===== src/rtl/xgmac_stats_pkg.sv =====
// Shared definitions for the 10G MAC statistics engine: vector bit positions,
// frame-length field placement, counter indices and the decoded-event struct.
package xgmac_stats_pkg;

  localparam int RX_VEC_W = 30;
  localparam int TX_VEC_W = 26;
  localparam int LEN_W    = 14;

  // rx statistics vector fields
  localparam int RX_GOOD_BIT  = 0;
  localparam int RX_BAD_BIT   = 1;
  localparam int RX_FCS_BIT   = 2;
  localparam int RX_BCAST_BIT = 3;
  localparam int RX_MCAST_BIT = 4;
  localparam int RX_LEN_LSB   = 15;

  // tx statistics vector fields (bit 2 carries nothing we count)
  localparam int TX_GOOD_BIT  = 0;
  localparam int TX_BAD_BIT   = 1;
  localparam int TX_RSVD_BIT  = 2;
  localparam int TX_BCAST_BIT = 3;
  localparam int TX_MCAST_BIT = 4;
  localparam int TX_LEN_LSB   = 5;

  // Counter indices double as the host read address map
  localparam int CNT_RX_GOOD       = 0;
  localparam int CNT_RX_BAD        = 1;
  localparam int CNT_RX_FCS        = 2;
  localparam int CNT_RX_BCAST      = 3;
  localparam int CNT_RX_MCAST      = 4;
  localparam int CNT_RX_GOOD_BYTES = 5;
  localparam int CNT_TX_GOOD       = 6;
  localparam int CNT_TX_BAD        = 7;
  localparam int CNT_TX_BCAST      = 8;
  localparam int CNT_TX_MCAST      = 9;
  localparam int CNT_TX_GOOD_BYTES = 10;
  localparam int NUM_CNT           = 11;
  localparam int CNT_IDX_W         = 4;

  // One decoded statistics event; fcs is always 0 on the tx side
  typedef struct packed {
    logic             good;
    logic             bad;
    logic             fcs;
    logic             bcast;
    logic             mcast;
    logic [LEN_W-1:0] len;
  } stat_evt_t;

endpackage


===== src/rtl/xgmac_stat_cnt.sv =====
// Single statistics counter. A clear that coincides with an increment loads
// the increment so that event is not lost; otherwise the counter either
// sticks at all-ones (SATURATE=1) or wraps modulo 2^W (SATURATE=0).
module xgmac_stat_cnt #(
  parameter int W        = 32,
  parameter bit SATURATE = 1'b1
) (
  input  logic         clk156,
  input  logic         rst_n,
  input  logic         inc_en,
  input  logic [W-1:0] inc_val,
  input  logic         clr,
  output logic [W-1:0] cnt
);

  logic [W-1:0] cnt_d, cnt_q;
  logic [W:0]   sum;

  // Next-count: clear/load, saturating or wrapping add, else hold
  // NOTE: cnt_d gets its hold value first so every path assigns it and no latch is inferred.
  always_comb begin
    cnt_d = cnt_q;
    sum   = {1'b0, cnt_q} + {1'b0, inc_val};
    if (clr) begin
      cnt_d = inc_en ? inc_val : '0;
    end else if (inc_en) begin
      if (SATURATE && sum[W]) begin
        cnt_d = '1;
      end else begin
        cnt_d = sum[W-1:0];
      end
    end
  end

  // Counter register
  // NOTE: state flops use non-blocking assignment so all flops sample pre-edge values.
  always_ff @(posedge clk156 or negedge rst_n) begin
    if (!rst_n) begin
      cnt_q <= '0;
    end else begin
      cnt_q <= cnt_d;
    end
  end

  assign cnt = cnt_q;

endmodule


===== src/rtl/xgmac_stats.sv =====
// Statistics engine for the 10G MAC (clk156 domain). Stage 1 registers the
// decoded rx/tx statistics strobes, stage 2 updates eleven counters, and a
// registered read port serves the host register bank.
// Optional build macro XGMAC_STATS_CLR_ON_READ_EN: a read of a valid address
// returns the counter value and clears that counter in the same cycle.
module xgmac_stats
  import xgmac_stats_pkg::*;
#(
  parameter int CNT_W      = 32,
  parameter int BYTE_CNT_W = 48,
  parameter bit SATURATE   = 1'b1
) (
  input  logic                 clk156,
  input  logic                 rst_n,
  input  logic                 rx_statistics_valid,
  input  logic [RX_VEC_W-1:0]  rx_statistics_vector,
  input  logic                 tx_statistics_valid,
  input  logic [TX_VEC_W-1:0]  tx_statistics_vector,
  input  logic                 stats_clr,
  input  logic                 rd_en,
  input  logic [CNT_IDX_W-1:0] rd_addr,
  output logic [63:0]          rd_data,
  output logic                 rd_valid
);

  stat_evt_t rx_evt_d, rx_evt_q, tx_evt_d, tx_evt_q;
  logic      rx_vld_d, rx_vld_q, tx_vld_d, tx_vld_q;

  logic [NUM_CNT-1:0] inc_en;
  logic [NUM_CNT-1:0] clr_vec;
  logic [63:0]        cnt_ext [NUM_CNT];
  logic [63:0]        rd_mux;
  logic [63:0]        rd_data_d, rd_data_q;
  logic               rd_valid_d, rd_valid_q;

  // Vector bits that carry nothing counted here
  logic unused_vec_bits;
  assign unused_vec_bits = ^{rx_statistics_vector[RX_LEN_LSB-1:RX_MCAST_BIT+1],
                             rx_statistics_vector[RX_VEC_W-1:RX_LEN_LSB+LEN_W],
                             tx_statistics_vector[TX_RSVD_BIT],
                             tx_statistics_vector[TX_VEC_W-1:TX_LEN_LSB+LEN_W],
                             tx_evt_q.fcs};

  // Stage-1 input: decode the vectors so only the counted fields are stored
  always_comb begin
    rx_vld_d       = rx_statistics_valid;
    rx_evt_d.good  = rx_statistics_vector[RX_GOOD_BIT];
    rx_evt_d.bad   = rx_statistics_vector[RX_BAD_BIT];
    rx_evt_d.fcs   = rx_statistics_vector[RX_FCS_BIT];
    rx_evt_d.bcast = rx_statistics_vector[RX_BCAST_BIT];
    rx_evt_d.mcast = rx_statistics_vector[RX_MCAST_BIT];
    rx_evt_d.len   = rx_statistics_vector[RX_LEN_LSB +: LEN_W];

    tx_vld_d       = tx_statistics_valid;
    tx_evt_d.good  = tx_statistics_vector[TX_GOOD_BIT];
    tx_evt_d.bad   = tx_statistics_vector[TX_BAD_BIT];
    tx_evt_d.fcs   = 1'b0;
    tx_evt_d.bcast = tx_statistics_vector[TX_BCAST_BIT];
    tx_evt_d.mcast = tx_statistics_vector[TX_MCAST_BIT];
    tx_evt_d.len   = tx_statistics_vector[TX_LEN_LSB +: LEN_W];
  end

  // Stage-1 register; reset flushes any pending event
  always_ff @(posedge clk156 or negedge rst_n) begin
    if (!rst_n) begin
      rx_vld_q <= 1'b0;
      rx_evt_q <= '0;
      tx_vld_q <= 1'b0;
      tx_evt_q <= '0;
    end else begin
      rx_vld_q <= rx_vld_d;
      rx_evt_q <= rx_evt_d;
      tx_vld_q <= tx_vld_d;
      tx_evt_q <= tx_evt_d;
    end
  end

  // Stage-2 increment enables; byte counters only count good frames
  always_comb begin
    inc_en                    = '0;
    inc_en[CNT_RX_GOOD]       = rx_vld_q & rx_evt_q.good;
    inc_en[CNT_RX_BAD]        = rx_vld_q & rx_evt_q.bad;
    inc_en[CNT_RX_FCS]        = rx_vld_q & rx_evt_q.fcs;
    inc_en[CNT_RX_BCAST]      = rx_vld_q & rx_evt_q.bcast;
    inc_en[CNT_RX_MCAST]      = rx_vld_q & rx_evt_q.mcast;
    inc_en[CNT_RX_GOOD_BYTES] = rx_vld_q & rx_evt_q.good;
    inc_en[CNT_TX_GOOD]       = tx_vld_q & tx_evt_q.good;
    inc_en[CNT_TX_BAD]        = tx_vld_q & tx_evt_q.bad;
    inc_en[CNT_TX_BCAST]      = tx_vld_q & tx_evt_q.bcast;
    inc_en[CNT_TX_MCAST]      = tx_vld_q & tx_evt_q.mcast;
    inc_en[CNT_TX_GOOD_BYTES] = tx_vld_q & tx_evt_q.good;
  end

  // Per-counter clear: global clear, plus the addressed counter on a read when enabled
  always_comb begin
    clr_vec = {NUM_CNT{stats_clr}};
`ifdef XGMAC_STATS_CLR_ON_READ_EN
    for (int i = 0; i < NUM_CNT; i++) begin
      if (rd_en && (rd_addr == CNT_IDX_W'(i))) begin
        clr_vec[i] = 1'b1;
      end
    end
`endif
  end

  for (genvar i = 0; i < NUM_CNT; i++) begin : g_cnt
    localparam bit IS_BYTES = (i == CNT_RX_GOOD_BYTES) || (i == CNT_TX_GOOD_BYTES);
    localparam int W        = IS_BYTES ? BYTE_CNT_W : CNT_W;

    logic [W-1:0] inc_val;
    logic [W-1:0] cnt;

    if (i == CNT_RX_GOOD_BYTES) begin : g_rx_len
      assign inc_val = W'(rx_evt_q.len);
    end else if (i == CNT_TX_GOOD_BYTES) begin : g_tx_len
      assign inc_val = W'(tx_evt_q.len);
    end else begin : g_one
      assign inc_val = W'(1);
    end

    xgmac_stat_cnt #(
      .W        (W),
      .SATURATE (SATURATE)
    ) u_cnt (
      .clk156  (clk156),
      .rst_n   (rst_n),
      .inc_en  (inc_en[i]),
      .inc_val (inc_val),
      .clr     (clr_vec[i]),
      .cnt     (cnt)
    );

    assign cnt_ext[i] = 64'(cnt);
  end

  // Read mux; unmapped addresses return 0
  always_comb begin
    rd_mux = '0;
    for (int i = 0; i < NUM_CNT; i++) begin
      if (rd_addr == CNT_IDX_W'(i)) begin
        rd_mux = cnt_ext[i];
      end
    end
  end

  // Read port next-state: capture on rd_en, otherwise hold data
  always_comb begin
    rd_valid_d = rd_en;
    rd_data_d  = rd_en ? rd_mux : rd_data_q;
  end

  // Read port register
  always_ff @(posedge clk156 or negedge rst_n) begin
    if (!rst_n) begin
      rd_valid_q <= 1'b0;
      rd_data_q  <= '0;
    end else begin
      rd_valid_q <= rd_valid_d;
      rd_data_q  <= rd_data_d;
    end
  end

  assign rd_data  = rd_data_q;
  assign rd_valid = rd_valid_q;

endmodule


===== config.mk =====
export PLATFORM = sky130hd
export DESIGN_NAME = xgmac_stats
export DESIGN_NICKNAME = d
export VERILOG_FILES = /design/src/rtl/xgmac_stats_pkg.sv /design/src/rtl/xgmac_stat_cnt.sv /design/src/rtl/xgmac_stats.sv
export SDC_FILE = /design/constraint.sdc
export NUM_CORES = 1
export LEC_CHECK = 0
export ABC_CLOCK_PERIOD_IN_PS = 2900
export CAP_MARGIN = 30
export CORE_MARGIN = 5
export CORE_UTILIZATION = 30
export DETAILED_ROUTE_END_ITERATION = 8
export PLACE_DENSITY_LB_ADDON = 0.15
export SLEW_MARGIN = 20
export SYNTH_ARGS = -nofsm -noshare
export SYNTH_HDL_FRONTEND = slang
export SYNTH_SLANG_ARGS = --single-unit

===== constraint.sdc =====
create_clock -name clk156 -period 2.9 [get_ports clk156]
set_input_delay 0.435 -clock clk156 [delete_from_list [all_inputs] [get_ports clk156]]
set_output_delay 0.435 -clock clk156 [all_outputs]
set_load 0.02 [all_outputs]

# After elaboration in Yosys (flattened, before gate mapping)

Cells that the tools add are included.

Output and inout bits: 65
Register bits after elaboration: 488
Bits of input ports: 66
Word-level logic and storage cells: 121

Reduce and logical (&&, ||, !) cells: 10
Add/subtract/negate cells: 11
Mux-type cells: 55
Equality and inequality tests: 10
Bitwise gates (word level): 9

Operators with widths:

| operator                | count |
|---|---|
| $mux W32                | 30 |
| $mux W64                | 8 |
| $add A32 B1 Y33 const B | 9 |
| $mux W48                | 6 |
| $add A48 B14 Y49        | 2 |
| $mux W14                | 2 |
| $reduce_bool A2 Y1      | 9 |
| $eq A4 B3 Y1 const B    | 4 |
| $eq A4 B4 Y1 const B    | 3 |
| $and A1 B1 Y1           | 9 |
| $mux W1                 | 9 |
| $eq A4 B2 Y1 const B    | 2 |
| $eq A4 B1 Y1 const B    | 1 |
| $logic_not A4 Y1        | 1 |

# Depth between registers and ports, before layout

Gate-level depths: netlist (run 1).

Depth after elaboration: 12
Depth in mapped cells: 12
Depth with buffers taken out: 9

# Modules after synthesis

From an unflattened synthesis (run 1), not the netlist that was laid out.

Cells, all modules: 5531
Area total of the unflattened synthesis: 45686.3 um^2

By module, submodules not included:

| module                              | seq. area each (um^2) | cells an instance | area each (um^2) | instances |
|---|---|---|---|---|
| xgmac_stat_cnt (g_cnt[4].u_cnt ...) | 800.8                 | 396               | 3301.9           | 4 |
| xgmac_stat_cnt (g_cnt[1].u_cnt ...) | 800.8                 | 384               | 3153.0           | 3 |
| xgmac_stats                         | 2202.1                | 761               | 6431.2           | 1 |
| xgmac_stat_cnt (g_cnt[5].u_cnt)     | 1201.2                | 664               | 5048.6           | 1 |
| xgmac_stat_cnt (g_cnt[10].u_cnt)    | 1201.2                | 603               | 4994.8           | 1 |
| xgmac_stat_cnt (g_cnt[0].u_cnt)     | 800.8                 | 396               | 3276.9           | 1 |
| xgmac_stat_cnt (g_cnt[8].u_cnt)     | 800.8                 | 371               | 3268.1           | 1 |

# Worst setup path before layout (run 1)

OpenSTA, ideal clock, no wires.

Path type: register to register
From: register tx_evt_q (netlist bit g_cnt[10].inc_val[0])
To: register g_cnt[10].u_cnt.cnt_q[43]
Arrival time: 2.817 ns
Slack: -0.039 ns
Cell stages (with the launch flop): 9
Library setup time: 0.123 ns
Required time: 2.777 ns
Clock period less this slack: 2.939 ns
Path buffers: 0
Cell sequence: dfrtp_1 -> ha_1 -> fa_1 -> a211oi_1 -> o211ai_1 -> a41o_1 -> o2111a_1 -> or4_1 -> o221a_2

Longest elaborated chain between the ends: 4

Ends and longest elaborated chain:

| element                | RTL line             | source |
|---|---|---|
| start, declared        | xgmac_stats.sv:26    | `stat_evt_t rx_evt_d, rx_evt_q, tx_evt_d, tx_evt_q;` |
| start signal, assigned | xgmac_stats.sv:74    | `tx_evt_q <= tx_evt_d;` |
| $add A48 B14 Y49       | xgmac_stat_cnt.sv:23 | `sum = {1'b0, cnt_q} + {1'b0, inc_val};` |
| $mux W48               | xgmac_stat_cnt.sv:27 | `if (SATURATE && sum[W]) begin` |
| $mux W48               | xgmac_stat_cnt.sv:26 | `end else if (inc_en) begin` |
| $mux W48               | xgmac_stat_cnt.sv:24 | `if (clr) begin` |
| end signal, assigned   | xgmac_stat_cnt.sv:41 | `cnt_q <= cnt_d;` |
| end, declared          | xgmac_stat_cnt.sv:16 | `logic [W-1:0] cnt_d, cnt_q;` |

No other way between the ends. The select of a mux whose other input is x is not followed.
A chain may end at the register's enable or synchronous reset.

# Worst setup path after layout (run 1)

Same ends and word-level chain as after synthesis.

==> results of run 1 <==
[metrics by stage]
step / worst slack (ns) / total power [mW] / cells / instance area, sq um
global placement: -0.102 / 8.76 / 4360 / 30600
floorplan: 0.0440 / 7.85 / 3076 / 27100
global route: 0.000553 / 17.1 / 4474 / 32800
CTS: 0.0115 / 16.6 / 4472 / 32700
finish: 0.104 / 16.5 / 4474 / 32800
detailed placement: -0.139 / 8.77 / 4360 / 30600
[final cells by class]
type,instances,area share
Clock buffer,80,0.0518
Timing Repair Buffer,327,0.0909
Clock inverter,31,0.00996
Tap cell,1176,0.0449
Multi-Input combinational cell,2334,0.436
Sequential cell,472,0.360
Inverter,54,0.00618
[path summary, 6_finish.rpt]
path	from	endpoint	slack, ns	cells after the start
worst max-delay path	g_cnt[10].inc_val[0]	g_cnt[10].u_cnt.cnt[43]	0.10	8
worst min-delay path	rx_statistics_vector[1]	rx_evt_q[17]	0.23	1
worst max register to register	g_cnt[10].inc_val[0]	g_cnt[10].u_cnt.cnt[43]	0.10	8
worst min register to register	g_cnt[10].inc_val[7]	g_cnt[10].u_cnt.cnt[7]	0.52	2
max in group asynchronous	rst_n	g_cnt[10].u_cnt.cnt[10]	1.65	3
min in group asynchronous	rst_n	g_cnt[1].u_cnt.cnt[1]	0.41	2
[power groups by stage]
stage / Sequential, mW / Clock [mW] / Combinational (mW)
2_1_floorplan: 7.00 / 0 / 0.854
3_3_place_gp: 7.01 / 0 / 1.75
3_5_place_dp: 7.01 / 0 / 1.76
4_1_cts: 6.90 / 7.97 / 1.77
5_1_grt: 6.91 / 8.22 / 1.96
6_report: 6.90 / 7.80 / 1.78
[registers in the layout (all words and copies together), names as in the netlist]
| name | flops |
|---|---|
| rx_evt_q | 5 |
| g_cnt.inc_val | 28 |
| tx_evt_q | 4 |
| rd_data | 48 |
| rx_vld_q | 1 |
| g_cnt.u_cnt.cnt | 384 |
| tx_vld_q | 1 |
| rd_valid | 1 |
[cells in the final DEF (no fill, tap or decap), types with 61 or more instances in the layout]
cell and instances:
nor3_1 83, xor2_1 94, and3_1 91, nand2_1 262
o21ai_0 335, nand4_1 84, nand3_1 181, buf_4 209
clkdlybuf4s50_1 92, a21oi_1 196, a31oi_1 70, a22oi_1 80
clkbuf_16 61, dfrtp_1 472, nor2_1 211
[metal layers]
layer | vias to the layer above | part of all wire
met5 | - | 0
met3 | 158 | 0.066
met1 | 13100 | 0.46
li1 | 11800 | -
met2 | 926 | 0.44
met4 | 0 | 0.028
[what timing repair did]
action,4_1_cts,5_1_grt
hold endpoints to repair,53,0
setup buffers,0,2
setup endpoints to repair,7,69
hold buffers,1,0
pin swaps,2,5
gates resized for setup,3,20
[cell families (layout without fill, tap and decap cells)]
| group | after synthesis | after routing |
|---|---|---|
| buffers and inverters | 270 | 492 |
| DFF | 472 | 472 |
| and+or+nand+nor | 1097 | 1097 |
| AOI/OAI and AO/OA | 1020 | 1020 |
| other | 1 | 16 |
| muxes | 17 | 17 |
| xor gates and xnor gates | 145 | 145 |
| adders and majority gates | 39 | 39 |
[cell usage after synthesis, types with 7 or more instances]
cell type	number
a211oi_1	40
a21o_1	17
a21oi_1	197
a221oi_1	17
a222oi_1	25
a22o_1	43
a22oi_1	80
a311oi_1	26
a31oi_1	70
a41o_1	7
a41oi_1	26
and2_1	31
and3_1	91
and4_1	35
buf_2	7
buf_4	18
clkbuf_1	182
dfrtp_1	472
ha_1	37
inv_1	54
mux2i_1	17
nand2_1	262
nand2b_1	9
nand3_1	181
nand4_1	84
nor2_1	217
nor2b_1	15
nor3_1	86
nor3b_1	7
nor4_1	20
nor4bb_1	7
o211a_1	9
o211ai_1	10
o21a_1	14
o21ai_0	339
o221a_2	11
o221ai_1	12
o22ai_1	27
o31ai_1	10
or2_2	8
or3_1	13
xnor2_1	51
xor2_1	94
==> metrics.json, run 1 <==
{
  "clock_network": {
    "clock_sink_count": 472,
    "tritoncts.num_buffers": 60,
    "worst_setup_hold_path_clk_slew_ns": 0.06,
    "cts_tree": "yes",
    "clock_tree.buffer_depth": 3,
    "htree_levels": 2,
    "root_buffer": "clkbuf_16",
    "clk_latency_ns": 0.65
  },
  "cells_and_area": {
    "insertedDiodeCount": 0,
    "final-seq-area_sq_um": 11800,
    "final_nets": 3354,
    "multi_input_area_sq_um": 14300,
    "fraction_of_layout_instances_using_a_drive_strength_above_1": 0.124,
    "utilization": 0.366,
    "filler_cell_count": 9063,
    "area_growth_pct": 21.4
  },
  "logic_synthesis": {
    "synthCells": 3061,
    "synth_top_family_by_area": "compound AO/OA/AOI/OAI gates",
    "number_of_flops_mapped_to_enable_cells_by_yosys": 0,
    "synthDistinctLibCells": 89,
    "synth_top_cells_by_area": "dfrtp_1 (44%), o21ai_0 (6.3%), a21oi_1 (3.7%), nand2_1 (3.6%), nand3_1 (3.4%)",
    "synthDominantCellAreaShare": 0.438,
    "synth-compound-area-share": 0.243,
    "postSynthRegisterBits": 472,
    "post_synth_xor_area_fraction": 0.0471,
    "seq_area_frac_synth": 0.438,
    "synth-simple-area-share": 0.206,
    "synth_fa_ha_area_frac": 0.0186,
    "synth.cell_area_sq_um": 27000,
    "synthDominantAreaCellType": "dfrtp_1",
    "synthArstFlopShare": 1.00,
    "yosysWarnings": 0,
    "synth-main-ff-cell": "dfrtp_1",
    "post_synthesis_average_cell_area_sq_um": 8.82,
    "synth_mux_area_frac": 0.00631
  },
  "power": {
    "power_switching_share": 0.269,
    "ir_worst_vdd_mv": 0.462,
    "power.density_cell_area_nw_per_um2": 503,
    "power_frac_seq": 0.419,
    "comb_power_share": 0.108,
    "cell_internal_pwr_mw": 12.0,
    "switching_power_mw": 4.44,
    "p_leak_nw": 13.5,
    "clockPowerShare": 0.473
  },
  "worst_setup_path": {
    "cp.buffers_inverters": 0,
    "crit_arrival_ns": 3.32,
    "cp_max_fo": 6,
    "crit_required_ns": 3.42,
    "crit_path_cell_trace": "ha_2 -> fa_2 -> a211oi_2 -> o211ai_1 -> a41o_1 -> o2111a_1 -> or4_4 -> o221a_2",
    "timing.critical_path.from_type": "flip-flop",
    "critical-path-max-stage-delay_ns": 0.48,
    "cp_top_family": "compound AO/OA/AOI/OAI gates",
    "cp-end-kind": "flip-flop",
    "criticalPathCategory": "flip-flop to flip-flop",
    "crit_path_top_delay_cell": "or4_4"
  },
  "hold_path": {
    "worstHoldPathType": "primary input to flip-flop"
  },
  "route": {
    "wl_per_cell_um": 24.5,
    "wirelength_mm": 110,
    "vias": 26000,
    "drt_first_iter_violations": 3144,
    "antenna_violating_nets_post_route": 0,
    "detail_route.first_pass.iterations": 9,
    "remaining_drc_errors": 0,
    "post_drt_via_cell_ratio": 5.82
  },
  "sta": {
    "totalNegativeSetupSlack_ns": 0,
    "timing.slew.headroom": 0.347,
    "final-hold-violation-count": 0,
    "clock-skew-final_ns": 0.0241,
    "tightest_slew_ns": 0.979,
    "max_freq_mhz": 358,
    "grt_setup_unrepaired": "no",
    "setup_viol": 0,
    "layout_worst_path_cycle_share": 0.964,
    "timing_max_transition_violations_final": 0,
    "holdWs_ns": 0.228,
    "period_needed_ns": 2.80
  },
  "place": {
    "io_buffers": 95,
    "detailedPlacementHpwl_mm": 81.4,
    "gp_routability_congestion": 0.958
  },
  "floorplanning": {
    "fp-row-count": 110,
    "core_sq_um": 89600,
    "die_x_um": 310,
    "fp.dieH_um": 310,
    "die_area_sq_um": 96100,
    "pin_count": 131,
    "initial_utilization": 0.301
  },
  "global_routing": {
    "met1_usage": 0.326,
    "number_of_antenna_violations_at_the_first_check_in_global_routing": 1,
    "grt_remaining_overflow": 0,
    "global_route.usage.met2": 0.343,
    "global_route.usage.total": 0.221,
    "global_route.peak_usage_layer": "met2",
    "via_count_of_the_first_global_routing_pass": 24500,
    "pin_count_of_the_biggest_net_entering_global_routing": 111,
    "grt_util_met3": 0.0327,
    "global_route_wire_length_before_repair_mm": 163
  },
  "flow_run": {
    "max_cap_viols": 0
  },
  "outcome": {
    "run_status": "finished, final reports clean"
  }
}
Power figures use the tool's default switching activity.
==> inputs of run 2 (changes only) <==
CORE_ASPECT_RATIO = 1.75   (was unset)
==> run 2 against run 1 <==
Compared with the run above: the run now ends with negative setup slack left; sequential power barely moved; global-route usage rose by 2.0 points; hold slack got worse by 0.0079 ns; wire length rose by 10%; flip-flop and latch count did not move; largest cell class unchanged.
==> metrics.json, run 2 (synthesis gave the netlist of run 1 again) <==
{
  "outcome": {
    "run_status": "finished, violations left",
    "failing_checks": "negative setup slack"
  },
  "cells_and_area": {
    "mostFrequentLayoutCell": "dfrtp_1",
    "utilization": 0.370,
    "area_growth_pct": 22.5,
    "final-seq-area_sq_um": 11800,
    "layout_common_cells": "dfrtp_1 (472), o21ai_0 (335), buf_4 (288)",
    "number_of_flip_flops_under_the_largest_register_name": 384,
    "post_route_non_filler_standard_cell_count": 4534,
    "fraction_of_layout_instances_using_a_drive_strength_above_1": 0.141,
    "filler_cell_count": 9120,
    "multi_input_area_sq_um": 14300,
    "final_nets": 3422
  },
  "sta": {
    "period_needed_ns": 2.91,
    "max_freq_mhz": 343,
    "timing_max_transition_violations_final": 0,
    "layout_worst_path_cycle_share": 1.00,
    "clock-skew-final_ns": 0.0431,
    "fin_ws_ns": -0.0141,
    "setup_viol": 1,
    "timing.slew.headroom": 0.408,
    "grt_setup_unrepaired": "yes",
    "tightest_slew_ns": 0.885,
    "final-hold-violation-count": 0
  },
  "global_routing": {
    "grt_remaining_overflow": 0,
    "via_count_of_the_first_global_routing_pass": 26300,
    "number_of_antenna_violations_at_the_first_check_in_global_routing": 4,
    "global_route.usage.total": 0.241,
    "global_route_wire_length_before_repair_mm": 176,
    "pin_count_of_the_biggest_net_entering_global_routing": 100
  },
  "route": {
    "met1_length_mm": 42.9,
    "post_drt_via_cell_ratio": 5.85,
    "wl_per_cell_um": 26.6,
    "met2_wirelength_mm": 61.8,
    "detail_route.first_pass.iterations": 9,
    "vias": 26500,
    "remaining_drc_errors": 0,
    "antenna_violating_nets_post_route": 0,
    "drt_first_iter_violations": 2439,
    "wirelength_mm": 120,
    "wl_met3_mm": 5.36,
    "dr.max_layer_used": "met5"
  },
  "floorplanning": {
    "fp.dieH_um": 407,
    "die_area_sq_um": 96300,
    "pin_count": 131,
    "die_x_um": 237,
    "initial_utilization": 0.302,
    "fp-row-count": 145,
    "core_sq_um": 89300
  },
  "place": {
    "gp_routability_congestion": 0.991,
    "detailedPlacementHpwl_mm": 92.5,
    "io_buffers": 95,
    "numPlacedInstances": 4433
  },
  "clock_network": {
    "cts_tree": "yes",
    "clk_latency_ns": 0.65,
    "worst_setup_hold_path_clk_slew_ns": 0.06,
    "root_buffer": "clkbuf_16",
    "clock_tree.buffer_depth": 3,
    "htree_levels": 2,
    "tritoncts.num_buffers": 51,
    "clock_sink_count": 472
  },
  "power": {
    "clockPowerShare": 0.439,
    "power.density_cell_area_nw_per_um2": 471,
    "ir_worst_vdd_mv": 0.448,
    "p_leak_nw": 13.7,
    "power_switching_share": 0.273,
    "comb_power_share": 0.118,
    "cell_internal_pwr_mw": 11.3,
    "power_frac_seq": 0.443,
    "switching_power_mw": 4.26
  },
  "worst_setup_path": {
    "crit_arrival_ns": 3.43,
    "cp_max_fo": 6,
    "cp-end-kind": "flip-flop",
    "criticalPathCategory": "flip-flop to flip-flop",
    "timing.critical_path.from_type": "flip-flop",
    "crit_required_ns": 3.42
  },
  "hold_path": {
    "worstHoldPathType": "primary input to flip-flop"
  },
  "flow_run": {
    "max_cap_viols": 0
  }
}
run 2: changes by cell type in the layout (fill, tap and decap cells not counted), sizes merged:
cell and change:
buf +77, bufinv -3, clkinvlp -4, diode +2
clkinv -8, clkbuf -3, inv -1
run 2: per-layer routing:
layer	vias up	track usage
met2	926	0.439
met4	2	0.170
met5	-	0
met3	276	0.0321
met1	13400	0.256
li1	12000	-
run 2: per-stage QoR:
stage / cell area [sq um] / power (mW) / setup WS (ns) / hold WS (ns) / setup TNS [ns]
after floorplan: 27100 / 7.85 / 0.0440 / 0.139 / 0
after global placement: 31100 / 8.79 / -0.221 / 0.488 / -1.19
after detailed placement: 31100 / 8.81 / -0.237 / 0.501 / -1.30
after CTS: 32900 / 15.7 / 0.00415 / 0.177 / 0
after global routing: 33000 / 16.1 / -0.0660 / 0.207 / -0.713
final: 33100 / 15.6 / -0.0141 / 0.221 / -0.0141
run 2: worst max-delay path, cell delays in order (launching register included):
cell	delay, ns
dfrtp_1	0.38
ha_2	0.21
fa_2	0.40
a211oi_2	0.26
o211ai_1	0.15
a41o_1	0.33
o2111a_1	0.27
or4_4	0.48
o221a_2	0.29
run 2: power groups by stage:
stage | combinational [mW] | clock (mW) | sequential (mW)
after global routing | 2.00 | 7.20 | 6.91
after detailed placement | 1.79 | 0 | 7.02
after global placement | 1.77 | 0 | 7.02
after CTS | 1.81 | 7.01 | 6.90
final | 1.84 | 6.84 | 6.90
after floorplan | 0.854 | 0 | 7.00
run 2: final cells by class:
type | instances | area share
inverter | 54 | 0.00613
clock buffer | 77 | 0.0461
multi-input combinational | 2334 | 0.434
antenna | 2 | 0.000151
clock inverter | 15 | 0.00500
tap | 1176 | 0.0445
timing repair buffer | 404 | 0.107
sequential | 472 | 0.357
run 2: path summary, 6_finish.rpt:
check,endpoint,slack (ns),from,cells past startpoint
max reg2reg,g_cnt[10].u_cnt.cnt[43],-0.01,g_cnt[10].u_cnt.cnt[0],8
min,tx_vld_q,0.22,tx_statistics_valid,1
min in group asynchronous,g_cnt[9].u_cnt.cnt[8],0.35,rst_n,2
max in group asynchronous,g_cnt[5].u_cnt.cnt[6],1.55,rst_n,3
min reg2reg,g_cnt[10].u_cnt.cnt[6],0.51,g_cnt[10].inc_val[6],2
max,g_cnt[10].u_cnt.cnt[43],-0.01,g_cnt[10].u_cnt.cnt[0],8
run 2: timing repair:
action	4_1_cts	5_1_grt
hold endpoints to repair	56	0
pin swaps	3	9
gates resized for setup	8	25
buffers inserted	2	3
hold buffers	1	0
endpoints found under the setup margin	32	51
